===== config.mk =====
export PLATFORM = sky130hd
export DESIGN_NAME = uart_recv
export DESIGN_NICKNAME = d
export VERILOG_FILES = /design/src/rtl/uart_recv.sv
export SDC_FILE = /design/constraint.sdc
export NUM_CORES = 1
export LEC_CHECK = 0
export ABC_AREA = 1
export CAP_MARGIN = 20
export CORE_MARGIN = 4
export CORE_UTILIZATION = 69
export DETAILED_ROUTE_END_ITERATION = 16
export DONT_BUFFER_PORTS = 1
export PLACE_DENSITY = 0.86
export REMOVE_ABC_BUFFERS = 1
export SYNTH_ARGS = -nofsm -noshare
export SYNTH_HDL_FRONTEND = slang
export SYNTH_SLANG_ARGS = --single-unit

===== constraint.sdc =====
create_clock -name clk -period 4.85 [get_ports clk]
set_input_delay 0.97 -clock clk [delete_from_list [all_inputs] [get_ports clk]]
set_output_delay 0.97 -clock clk [all_outputs]
set_load 0.05 [all_outputs]

===== src/rtl/uart_recv.sv =====
// UART receiver: 2-flop synchronised line, mid-bit sampling, configurable frame, one-entry valid/ready output.
// Ports: clk/rst (async active-high); frame config bps_mode/data_num/check_mode/stop_num; rx_en, uart_rxd in;
//        rx_ready in / rx_data, rx_valid, parity_err, frame_err out; overrun_err pulse; rx_busy while in a frame.
module uart_recv #(
  parameter int CLK_FREQ = 50000000
) (
  input  logic        clk,
  input  logic        rst,
  input  logic [2:0]  bps_mode,
  input  logic [3:0]  data_num,
  input  logic [1:0]  check_mode,
  input  logic [1:0]  stop_num,
  input  logic        rx_en,
  input  logic        uart_rxd,
  input  logic        rx_ready,
  output logic [15:0] rx_data,
  output logic        rx_valid,
  output logic        parity_err,
  output logic        frame_err,
  output logic        overrun_err,
  output logic        rx_busy
);

  typedef enum logic [2:0] {IDLE, START, DATA, PARITY, STOP} state_t;

  localparam int DIV0 = CLK_FREQ / 96 / 100;
  localparam int DIV1 = CLK_FREQ / 192 / 100;
  localparam int DIV2 = CLK_FREQ / 384 / 100;
  localparam int DIV3 = CLK_FREQ / 1152 / 100;
  localparam int DIV4 = CLK_FREQ / 2304 / 100;
  localparam int DIV5 = CLK_FREQ / 4608 / 100;
  localparam int DIV6 = CLK_FREQ / 9216 / 100;

  state_t      state, state_nxt;
  logic        sync1, rxd_s, rxd_d;
  logic [2:0]  bps_r;
  logic [3:0]  dn_r;
  logic [1:0]  cm_r;
  logic [1:0]  sn_r;
  logic [15:0] bps_cnt;
  logic [15:0] cnt;
  logic [15:0] word;
  logic [3:0]  bit_cnt;
  logic        perr_l, ferr_l, done;
  logic        start_go, sample, par_exp, last_data, last_stop;

  // Divisor follows the configuration captured at the start edge, not the live inputs.
  always_comb begin
    case (bps_r)
      3'd1:    bps_cnt = 16'(DIV1);
      3'd2:    bps_cnt = 16'(DIV2);
      3'd3:    bps_cnt = 16'(DIV3);
      3'd4:    bps_cnt = 16'(DIV4);
      3'd5:    bps_cnt = 16'(DIV5);
      3'd6:    bps_cnt = 16'(DIV6);
      default: bps_cnt = 16'(DIV0);
    endcase
  end

  assign start_go  = rx_en & rxd_d & ~rxd_s;
  assign sample    = (cnt == (bps_cnt >> 1));
  assign last_data = (bit_cnt == dn_r);
  assign last_stop = (bit_cnt == {2'b00, sn_r});
  assign par_exp   = (cm_r == 2'd1) ? ~^word : ^word;
  assign rx_busy   = (state != IDLE);

  always_ff @(posedge clk or posedge rst) begin
    if (rst) state <= IDLE;
    else     state <= state_nxt;
  end

  always_comb begin
    state_nxt = state;
    case (state)
      IDLE:    if (start_go) state_nxt = START;
      START:   if (sample) state_nxt = rxd_s ? IDLE : DATA;
      DATA:    if (sample && last_data)
                 state_nxt = (cm_r == 2'd1 || cm_r == 2'd2) ? PARITY : STOP;
      PARITY:  if (sample) state_nxt = STOP;
      STOP:    if (sample && last_stop) state_nxt = IDLE;
      default: state_nxt = IDLE;
    endcase
  end

  // Line synchroniser, bit timing and frame assembly.
  always_ff @(posedge clk or posedge rst) begin
    if (rst) begin
      sync1   <= 1'b1;
      rxd_s   <= 1'b1;
      rxd_d   <= 1'b1;
      bps_r   <= '0;
      dn_r    <= '0;
      cm_r    <= '0;
      sn_r    <= '0;
      cnt     <= '0;
      word    <= '0;
      bit_cnt <= '0;
      perr_l  <= 1'b0;
      ferr_l  <= 1'b0;
      done    <= 1'b0;
    end else begin
      sync1 <= uart_rxd;
      rxd_s <= sync1;
      // Edge register tracks rxd_s unconditionally, so a line held low after a
      // frame cannot retrigger until it has gone high again.
      rxd_d <= rxd_s;
      done  <= 1'b0;
      if (state == IDLE) begin
        if (start_go) begin
          bps_r   <= bps_mode;
          dn_r    <= data_num;
          cm_r    <= check_mode;
          sn_r    <= stop_num;
          cnt     <= '0;
          word    <= '0;
          bit_cnt <= '0;
          perr_l  <= 1'b0;
          ferr_l  <= 1'b0;
        end
      end else begin
        cnt <= (cnt == bps_cnt) ? 16'd0 : cnt + 16'd1;
        if (sample) begin
          case (state)
            DATA: begin
              // Shift in MSB first: the first sample ends up at bit dn_r.
              word    <= {word[14:0], rxd_s};
              bit_cnt <= last_data ? 4'd0 : bit_cnt + 4'd1;
            end
            PARITY: if (rxd_s != par_exp) perr_l <= 1'b1;
            STOP: begin
              if (!rxd_s) ferr_l <= 1'b1;
              bit_cnt <= last_stop ? 4'd0 : bit_cnt + 4'd1;
              if (last_stop) done <= 1'b1;
            end
            default: ;
          endcase
        end
      end
    end
  end

  // Holding register; a new word may replace the held one only in the cycle it is accepted.
  always_ff @(posedge clk or posedge rst) begin
    if (rst) begin
      rx_data     <= '0;
      rx_valid    <= 1'b0;
      parity_err  <= 1'b0;
      frame_err   <= 1'b0;
      overrun_err <= 1'b0;
    end else begin
      overrun_err <= done & rx_valid & ~rx_ready;
      if (done && (!rx_valid || rx_ready)) begin
        rx_data    <= word;
        parity_err <= perr_l;
        frame_err  <= ferr_l;
        rx_valid   <= 1'b1;
      end else if (rx_valid && rx_ready) begin
        rx_valid <= 1'b0;
      end
    end
  end

endmodule


==> impl_summary.md, run 1 <==
STA
In the finished design, the share of the clock period the worst path needs comes to between 50% and 60%. For this run, the top clock speed supported by timing is approximately 0.38 GHz. The max-slew violation count is 0. Setup repair after global routing left no endpoint under its margin. The transition time at the pin with the least slew margin is slightly below 1 ns. Measured against its own limit, the worst slew margin works out to 34.48%. Between clock sinks in the finished design, the worst skew comes to 0.01057 ns.

The number of hold violations in the final report is 0. The final critical path time including I/O delays and setup is between 2 and 3 ns. Summed over all failing endpoints, the final setup total negative slack is 0 ns. The count of final setup violators is 0.

Logic synthesis
Counting distinct cell types in the post-synthesis netlist gives 34. After synthesis the netlist holds a flip-flop and latch count of 76. In this run the biggest area consumer among cell types represents between 40 and 50% of the synthesized area. The synthesized netlist occupies a cell area of 4337 µm².

The most common flop cell mapped by yosys is dfrtp_1. By count the netlist is led by nand2_1 (193), dfrtp_1 (73), inv_1 (71), o21ai_0 (39), nand3_1 (38). Counting flops with a built-in enable in the synthesized netlist gives 0. The part of the Yosys area used for sequential elements is approximately 44%. During synthesis, Yosys emitted a total of 0 warnings. The largest area contributor in the netlist is dfrtp_1. The post-synthesis instance total is 564. The cell with the most instances after synthesis is nand2_1. In the post-synthesis netlist, the biggest area contributors are dfrtp_1 (42%), nand2_1 (17%), inv_1 (6.1%).

Of all flip-flops after synthesis, the portion carrying an async set or reset was 100.0%. A synthesized cell averages 7.689 µm².

Final layout
The filler cell count in the final layout is 434. The count of nets after finishing is 590. Relative to the synthesized area, the layout overhead comes to 5.944%.

At the end of the flow the core is filled with cells to 76.25%. The post-route netlist has ~9% of its cells at a drive strength greater than 1. 0 antenna diodes ended up in the layout.

Drt
The first routing iteration left 306 violations. The per-cell routed wire length is 14.01 µm. The number of routed nets with antenna violations is 0. The number of DRC violations after detailed routing is 0. The ratio of routed vias to standard cells is 5.529. After detailed routing, the total wire length is a little over 9000 µm.

The routed via count is 3572. The number of detailed-route iterations in the first pass is 6.

Global route
Summed over all layers, the global routing overflow is 0. The number of antenna violations at the first check in global routing is 0. The global-route usage over all layers is 26.87%.

Entering global routing, the biggest net connects 41 pins. The wire length of the first global-routing pass is around 16000 µm. The number of global-route vias before repair is 3536.

Clocking
Buffers inserted to repair hold after CTS numbered 0. At the later pin of the worst-skew pair, clock insertion delay measures around 0.36 ns. The tree is rooted in a clkbuf_8.

The clock tree from TritonCTS is built. The number of clock sinks is 76. The number of buffers created by CTS is 9.

Clock-pin slew was measured on the worst setup and hold paths at ~0.08 ns. Gates resized during post-CTS repair numbered 0. In this run the number of H-tree levels came out at 3. Post-CTS timing repair inserted 0 buffers for setup. The number of buffers on the longest clock path is 2.

Pwr
The worst vdd rail ir drop is 0.0003879 V. The static leakage is 0.002401 µW. The total power per unit cell area is 610.3 nW/µm².

Floorplanning
The floorplan has 28 rows. The floorplan core area is 6026 µm². For this configuration, the core starts out at a cell density of 71.97%. The die covers 7618 µm². The die is between 80 and 90 µm tall. The die width is about 87 µm. The top-level port count is 37.

Setup path
The sort of element at the start of the critical path is a flop. The data required time of the critical path is just over 5 ns. Along the worst path, the maximum fanout reaches 24.

The kind of end point of the critical path is a flop. Data on the critical path arrives at its endpoint at 2.86 ns. The start-to-end type of the worst setup path is reg -> reg.

Outcome
The run finished with clean final reports.

Placement
At the end of routability-driven placement, the weighted congestion stood at just under 1. The count of input and output buffers is 0. Summed over all nets, the half-perimeter wirelength after detailed placement is between 6000 and 7000 µm.

Hold path
The type of the tightest min-delay check is reg -> reg.

Job
The count of max-cap constraint violations is 0.
-- critical path, cell delays in order, from the launching register on --
cell and delay (ns):
dfrtp_1 0.41, nor2_2 0.24, inv_1 0.11, nor2_2 0.16, inv_1 0.06, buf_4 0.27, nor2_1 0.79, inv_1 0.26
nand2_1 0.13, nand2_1 0.07
-- worst paths after layout --
| path | from | end | slack [ns] | depth (start not counted) |
|---|---|---|---|---|
| setup / recovery | state[0] | dn_r[2] | 2.23 | 9 |
| hold / removal | sync1 | rxd_s | 0.36 | 0 |
| setup reg to reg | state[0] | dn_r[2] | 2.23 | 9 |
| hold reg to reg | sync1 | rxd_s | 0.36 | 0 |
| max in group asynchronous | rst | rxd_d | 3.21 | 2 |
| min in group asynchronous | rst | cnt[8] | 0.63 | 1 |
-- logic make-up after synthesis --
kind of cell    count (synthesis)  synth area share [%]
compound gates                 49                 6.117
xor+xnor                       31                 6.261
fa+ha+maj                       8                 2.308
buf+inv                        83                 7.444
flops                          76                 43.94
mux                             7                 1.818
simple gates                  310                 32.11
-- report_power, final --
group | switching [µW] | internal [µW] | total (µW)
Combinational | 873 | 465 | 1340
Clock | 247 | 254 | 501
Sequential | 173 | 792 | 965
Total | 1290 | 1510 | 2800
-- layout by cell type (no fill, tap or decap), types with 2 or more instances in the layout --
cell type  synthesis  final
a21oi_1            5      5
buf_4              0      2
clkbuf_8           0     10
dfrtp_1           73     73
dfstp_2            3      3
ha_1               8      8
inv_1             71     70
inv_2              1      2
mux2_2             7      7
nand2_1          193    193
nand2_2            6      6
nand2_4            2      2
nand3_1           38     38
nand3_4            2      2
nand3b_1           9      9
nand4_1           14     14
nor2_1            33     33
nor2_2             4      4
nor3_1             2      2
nor3_2             2      2
o21ai_0           39     39
xnor2_1            5      5
xor2_1            26     26
-- final cells by class --
type,count,area (µm²),share of cell area (%)
clock buffer,11,141.4,3.077
clock inverter,5,60.06,1.307
inverter,72,270.3,5.882
multi-input combinational,405,2108,45.89
sequential,76,1906,41.48
tap,75,93.84,2.042
timing repair buffer,2,15.01,0.3268
-- stage by stage --
step	worst slack (ns)	total power (µW)	cells	hold WS [ns]	area [µm²]
2_1_floorplan	1.947	2005	553	0.3452	4284
3_3_place_gp	2.332	2231	630	0.3468	4393
3_5_place_dp	2.271	2292	630	0.3481	4393
4_1_cts	2.240	2796	646	0.3657	4594
5_1_grt	1.880	3064	646	0.3717	4594
6_report	2.234	2804	646	0.3644	4594
-- state kept, by name, summed over array words and instances (netlist names), 2 cells and up --
signal   cells
bit_cnt      4
bps_r        3
cm_r         2
cnt         16
dn_r         4
rx_data     16
sn_r         2
state        3
word        16
-- metal layers --
| layer | up-vias | part of all wire (%) | track usage, % |
|---|---|---|---|
| met5 | - | 0 | 0 |
| met4 | 0 | 1.8 | 8.229 |
| met3 | 17 | 5.8 | 5.393 |
| met2 | 112 | 47 | 43.70 |
| met1 | 1661 | 45 | 36.37 |
| li1 | 1782 | - | - |
Note: power is estimated with default switching activity, not from simulation.
==> inputs of run 2 (changes only) <==
Settings changed: CORE_UTILIZATION 69 to 58, PLACE_DENSITY 0.86 to 0.77.
Clock period 4.85 ns to 2.2 ns, I/O delays scaled along.
==> impl_summary.md, run 2 (same netlist as run 1, synthesis figures left out) <==
Outcome
Run status: complete, but fails checks (was finished, final reports clean). The checks that failed: negative setup slack.

STA
RSZ-0062 raised after global routing: true (was false). The worst hold slack after final layout is 0.04654 ns (was 0.3644 ns). The max-slew violation count is 0 (unchanged). The number of hold violations in the final report is 0 (unchanged).

The share of the clock period used by the worst path is 100.7% (was 53.93%). The count of final setup violators is 10 (was 0). The transition time at the pin with the least slew margin is 0.6528 ns (was 0.9792 ns). The max-slew headroom at the worst pin is 56.42% (was 34.48%). The final critical path time including I/O delays and setup is 2.215 ns (was 2.616 ns). The worst clock skew is 0.007616 ns (was 0.01057 ns). The maximum clock rate is 0.4514 GHz (was 0.3823 GHz).

The final worst setup slack is -0.01526 ns (was 2.234 ns).

Clocking
The clock tree from TritonCTS is built (unchanged). The quantity of hold-fixing buffers added after cts was 0 (unchanged). The H-tree depth reported by CTS was 3 (unchanged). The CTS root buffer is clkbuf_8 (unchanged). The number of clock sinks was 76 (unchanged). The number of buffers created by CTS is 9 (unchanged). The latest clock arrival within the worst-skew pair is 0.36 ns (about the same). The clock transition at the register clock pins on the worst setup and hold paths after CTS is 0.09 ns (was 0.08 ns). The number of buffers on the longest clock path is 2 (unchanged).

Setup path
The endpoint of the worst-slack reg-to-reg timing path is word[5] (was dn_r[2]). The worst reg-to-reg setup slack is -0.02 ns (was 2.23 ns). The master of the slowest instance on the critical path is dfrtp_2 (was nor2_1). The kind of end point of the critical path is a flop (unchanged).

The maximum fanout along the worst path is 8 (was 24). The start-to-end type of the worst setup path was reg -> reg (unchanged). The sort of element at the start of the critical path is a flop (unchanged). The data required time of the critical path is 2.46 ns (was 5.09 ns). The cell count of the worst reg-to-reg path is 12 (was 9). The beginning of the worst register-to-register path is bps_r[0] (was state[0]). The endpoint arrival time on the critical path is 2.47 ns (was 2.86 ns).

Cells along the critical path: buf_6, ha_4, nor2_4, nand3_4, nand3_2, nand2_2, nor3_4, nand2_2, a21oi_4, nand2_4, nand2_1, nand2_1 (was nor2_2, inv_1, nor2_2, inv_1, buf_4, nor2_1, inv_1, nand2_1, nand2_1). The largest stage delay on the critical path is 0.48 ns (was 0.79 ns).

Final layout
The leading cell type in the layout, fill and taps excluded is nand2_1 (unchanged). Leading registers by flop count: cnt: 16 flops, rx_data: 16 flops, word: 16 flops (unchanged). The summed area of non-filler cells in the final layout is 5027 µm² (was 4594 µm²).

The layout overhead on the synthesized area is 15.93% (was 5.944%). The count of nets after finishing was 614 (was 590). The antenna diode instance count is 0 (unchanged).

The final core utilization came to 69.31% (was 76.25%). The count of placed standard cells in the final layout, fillers left out came to 694 (was 646). Most used cells in the layout excluding fill and tap cells: nand2_1 (176), dfrtp_1 (72), inv_1 (66) (was nand2_1 (193), dfrtp_1 (73), inv_1 (70)).

The share of cells above drive strength 1 was 18.32% (was 8.757%).

Global route
The met1 demand-to-capacity share in global routing is 28.73% (was 36.37%). The routing usage on met3 came to 4.382% (was 5.393%). The number of antenna violations at the first check in global routing came to 1 (was 0). The wire length of the first global-routing pass is 16350 µm (was 16070 µm). The leftover overflow at the end of global routing was 0 (unchanged). The met2 routing resource usage after global routing is 40.19% (was 43.70%). The most heavily used metal layer in global routing is met2 (unchanged).

The number of global-route vias before repair is 3681 (was 3536). The global-route usage over all layers is 23.25% (was 26.87%). The largest net degree at the start of global routing is 28 (was 41).

Drt
The ratio of routed vias to standard cells is 5.398 (was 5.529). The routed via count is 3746 (was 3572). The number of DRC violations after detailed routing is 0 (unchanged).

The DRC marker count from the first detailed-route iteration came to 156 (was 306). The per-cell routed wire length is 14.23 µm (was 14.01 µm). The total wirelength of the detailed-routed design was 9878 µm (was 9052 µm). The number of detailed-route iterations in the first pass is 5 (was 6). The number of routed nets with antenna violations is 0 (unchanged).

Placement
The placed wire-length estimate after detailed placement is 6906 µm (was 6622 µm). The final weighted congestion in routability-driven placement came to 0.9003 (was 0.9761). The cell total after placement came to 663 (was 630).

The count of input and output buffers is 0 (unchanged). The placed standard-cell area is 4528 µm² (was 4393 µm²).

Floorplanning
The effective utilization at floorplan came to 59.79% (was 71.97%). The top-level port count is 37 (unchanged). The vertical extent of the die was 94.47 µm (was 87.28 µm). The die width is 94.47 µm (was 87.28 µm).

The number of cell rows is 31 (was 28). The area enclosed by the die boundary is 8925 µm² (was 7618 µm²). The floorplan core area is 7253 µm² (was 6026 µm²).

Pwr
The worst vdd rail ir drop is 0.001109 V (was 0.0003879 V). The static leakage was 0.002557 µW (was 0.002401 µW). The total power per unit cell area came to 1349 nW/µm² (was 610.3 nW/µm²).

Job
The count of max-cap constraint violations came to 0 (unchanged).

Hold path
The type of the tightest min-delay check is in -> async (was reg -> reg).
==> run 2: cell types whose count changed in the layout (fill, tap and decap cells not counted), moves of 3 or more <==
cell,before,now
nand2_2,6,20
ha_4,0,4
nand3_1,38,35
ha_1,8,3
nand2_4,2,6
buf_4,2,20
buf_12,0,3
nand2_1,193,176
inv_1,70,66
inv_4,0,3
==> run 2: per-stage QoR <==
| step | total power (µW) | TNS [ns] | worst slack [ns] |
|---|---|---|---|
| finish | 6781 | -0.06990 | -0.01526 |
| global route | 7312 | -1.823 | -0.1177 |
| CTS | 6374 | 0 | 0.003691 |
| detailed placement | 5114 | -1.344 | -0.09171 |
| global placement | 4991 | 0 | 0.008938 |
| floorplan | 4420 | -13.61 | -0.1734 |
==> run 2: worst max-delay path by stage <==
| stage | start | to | cells past startpoint |
|---|---|---|---|
| after detailed placement | bps_r[1] | word[15] | 13 |
| after CTS | bps_r[0] | word[5] | 12 |
| after global routing | bps_r[0] | word[2] | 12 |
| after floorplan | rst | bit_cnt[0] | 1 |
| after global placement | bps_r[1] | word[10] | 13 |
| final | bps_r[0] | word[5] | 12 |
==> run 2: per-layer routing <==
metal  wire length, µm  share of wire [%]
met4               174                1.8
met5                 7              0.071
met1              4223                 43
met3               477                4.8
met2              4996                 51
==> run 2: power by group <==
part	total, µW	switching, µW	leakage, µW	internal, µW
Sequential	2170	425	0.00101	1750
Clock	1030	598	0.0000943	437
Combinational	3580	2230	0.00145	1350
==> run 2: area by class of cell <==
class / count / area [µm²]
well taps: 99 / 123.9
clock inverters: 7 / 65.06
inverters: 72 / 277.8
clock buffers: 9 / 123.9
fillers: 576 / 2226
flip-flops and latches: 76 / 1907
multi-input cells: 406 / 2297
repair buffers: 25 / 232.7
==> run 2: worst max-delay path: cells and delay by family, from the launching register on <==
| family | cells | cell delay, ns |
|---|---|---|
| adder cells (fa/ha/maj) | 1 | 0.20 |
| AND/OR/NAND/NOR | 9 | 1.01 |
| flip-flops | 1 | 0.48 |
| buffers and inverters | 1 | 0.14 |
| AO/OA/AOI/OAI | 1 | 0.27 |
==> run 2: timing repair <==
| item | in CTS | in global routing |
|---|---|---|
| gates cloned | 1 | 0 |
| pin swaps | 5 | 16 |
| gates resized for setup | 15 | 37 |
| endpoints found under the setup margin | 25 | 35 |
| hold endpoints to repair | 0 | 0 |
| setup buffers | 6 | 8 |
==> inputs of run 3 (changes only) <==
--- a/config.mk
+++ b/config.mk
@@ -13,2 +13,3 @@
 export DONT_BUFFER_PORTS = 1
+export GPL_ROUTABILITY_DRIVEN = 1
 export PLACE_DENSITY = 0.77
--- a/constraint.sdc
+++ b/constraint.sdc
@@ -3,2 +3,2 @@
 set_output_delay 0.44 -clock clk [all_outputs]
-set_load 0.05 [all_outputs]
+set_load 0.1 [all_outputs]
==> impl_summary.md, run 3 (same netlist as run 1, synthesis figures left out) <==
Global route
The largest net degree at the start of global routing is 31 (was 28). The leftover overflow at the end of global routing is 0 (unchanged). The number of global-route vias before repair is 3631 (was 3681). The wire length of the first global-routing pass is 16490 µm (was 16350 µm). The number of antenna violations at the first check in global routing was 0 (was 1). The global-route usage over all layers was 23.59% (was 23.25%).

Floorplanning
The number of cell rows is 31 (unchanged). The top-level port count is 37 (unchanged). The die width is 94.47 µm (unchanged). The effective utilization at floorplan was 59.79% (unchanged). The floorplan core area is 7253 µm² (unchanged).

The area enclosed by the die boundary is 8925 µm² (unchanged). The vertical extent of the die is 94.47 µm (unchanged).

Setup path
The sort of element at the start of the critical path is a flop (unchanged). The maximum fanout along the worst path is 8 (unchanged). The endpoint arrival time on the critical path is 2.44 ns (was 2.47 ns). The start-to-end type of the worst setup path is reg -> reg (unchanged).

The kind of end point of the critical path is a flop (unchanged). The data required time of the critical path is 2.46 ns (about the same).

Clocking
The clock transition at the register clock pins on the worst setup and hold paths after CTS is 0.09 ns (about the same). The number of buffers on the longest clock path is 2 (unchanged). The CTS root buffer is clkbuf_8 (unchanged). The H-tree depth reported by CTS was 3 (unchanged). The number of buffers created by CTS is 9 (unchanged). The number of clock sinks came to 76 (unchanged). The latest clock arrival within the worst-skew pair was 0.36 ns (about the same). The clock tree from TritonCTS is built (unchanged).

Drt
The routed via count came to 3741 (was 3746). The detailed-routed wire length on met2 is 4807 µm (was 4996 µm). The wire length on met3 is 424 µm (was 477 µm). The ratio of routed vias to standard cells was 5.314 (was 5.398). The number of DRC violations after detailed routing is 0 (unchanged).

The DRC marker count from the first detailed-route iteration is 119 (was 156). The routed metal-1 wire length was 4314 µm (was 4223 µm). The total wirelength of the detailed-routed design is 9779 µm (was 9878 µm). The per-cell routed wire length was 13.89 µm (was 14.23 µm). The topmost layer with routed signal wires is met4 (was met5). The number of routed nets with antenna violations came to 0 (unchanged). The number of detailed-route iterations in the first pass was 5 (unchanged).

STA
The count of final setup violators is 0 (was 10). The max-slew violation count came to 0 (unchanged). The worst hold slack after final layout came to 0.06997 ns (was 0.04654 ns). The transition time at the pin with the least slew margin was 0.9114 ns (was 0.6528 ns). The max-slew headroom at the worst pin is 39.24% (was 56.42%). The maximum clock rate is 0.4583 GHz (was 0.4514 GHz). The number of hold violations in the final report was 0 (unchanged). RSZ-0062 raised after global routing: true (unchanged).

The worst clock skew came to 0.009616 ns (was 0.007616 ns). The final critical path time including I/O delays and setup is 2.182 ns (was 2.215 ns). The share of the clock period used by the worst path is 99.18% (was 100.7%).

Final layout
Most used cells in the layout excluding fill and tap cells: nand2_1 (176), dfrtp_1 (71), inv_1 (65) (was nand2_1 (176), dfrtp_1 (72), inv_1 (66)). The count of nets after finishing is 624 (was 614). The share of cells above drive strength 1 is 20.00% (was 18.32%).

The antenna diode instance count is 0 (unchanged). The layout overhead on the synthesized area is 17.74% (was 15.93%). Leading registers by flop count: cnt: 16 flops, rx_data: 16 flops, word: 16 flops (unchanged).

The leading cell type in the layout, fill and taps excluded is nand2_1 (unchanged).

Pwr
The total power per unit cell area is 1333 nW/µm² (was 1349 nW/µm²). The worst vdd rail ir drop is 0.001000 V (was 0.001109 V). The static leakage was 0.002605 µW (was 0.002557 µW). The power consumption is 6806 µW (was 6781 µW).

Outcome
Run status: finished, final reports clean (was complete, but fails checks).

Placement
The final weighted congestion in routability-driven placement is 0.9176 (was 0.9003). The count of input and output buffers was 0 (unchanged). The placed wire-length estimate after detailed placement was 7114 µm (was 6906 µm).

Hold path
The type of the tightest min-delay check is in -> reg (was in -> async).

Job
The count of max-cap constraint violations is 0 (unchanged).
run 3: cell types whose count changed in the layout (fill, tap and decap cells not counted), moves of 2 or more:
cell,change
buf_4,+9
clkinv_4,-2
nor2_1,-2
nor2_2,+2
nor3_2,-2
run 3: per-layer routing:
metal,track usage (%),up-vias
met2,39.54,81
met1,29.86,1793
met3,4.462,21
li1,-,1846
met5,0,-
met4,10.10,0
run 3: worst max-delay path: stages (launching register included):
cell     delay, ns
dfrtp_2       0.47
buf_6         0.13
ha_4          0.21
nand2_4       0.07
nand2_4       0.07
nand2_2       0.05
nor2_2        0.10
nand3_2       0.11
nor3_4        0.21
nand2_2       0.11
a21oi_4       0.26
nand2_4       0.14
nand2_2       0.10
nand2_2       0.05
run 3: cell type report:
cell class                      instances  area, µm²
Clock inverter                          7      57.56
Sequential cell                        76       1908
Tap cell                               99      123.9
Inverter                               72      277.8
Clock buffer                            9      123.9
Fill cell                             569       2147
Multi-Input combinational cell        406       2313
Timing Repair Buffer                   35      301.5
run 3: timing repair:
| item | in CTS | in global routing |
|---|---|---|
| pin swaps | 5 | 15 |
| setup endpoints to repair | 21 | 33 |
| setup buffers | 4 | 5 |
| hold endpoints to repair | 17 | 0 |
| gates cloned | 1 | 0 |
| hold buffers | 1 | 0 |
| resized for setup | 18 | 40 |
run 3: worst paths after layout:
check / from / end / slack, ns / depth (start not counted)
worst min register to register: sync1 / rxd_s / 0.37 / 0
worst max-delay path: bps_r[0] / word[12] / 0.02 / 13
max in group asynchronous: rst / rxd_d / 1.01 / 3
worst max register to register: bps_r[0] / word[12] / 0.02 / 13
min in group asynchronous: rst / overrun_err / 0.56 / 2
worst min-delay path: uart_rxd / sync1 / 0.07 / 0
run 3: per-stage QoR:
| step | util (%) | instance area [µm²] | TNS [ns] | worst slack [ns] | instances |
|---|---|---|---|---|---|
| 2_1_floorplan | - | 4284 | -20.28 | -0.4158 | 553 |
| 3_3_place_gp | 63.71 | 4621 | 0 | 0.01413 | 677 |
| 3_5_place_dp | 63.71 | 4621 | -0.7478 | -0.07303 | 677 |
| 4_1_cts | 67.90 | 4925 | -0.01003 | -0.01003 | 699 |
| 5_1_grt | 70.40 | 5106 | -1.288 | -0.08626 | 704 |
| 6_report | 70.40 | 5106 | 0 | 0.01793 | 704 |
run 3: where the power goes:
part	internal, µW	switching, µW
clock network	427	580
registers	1750	435
logic	1360	2250
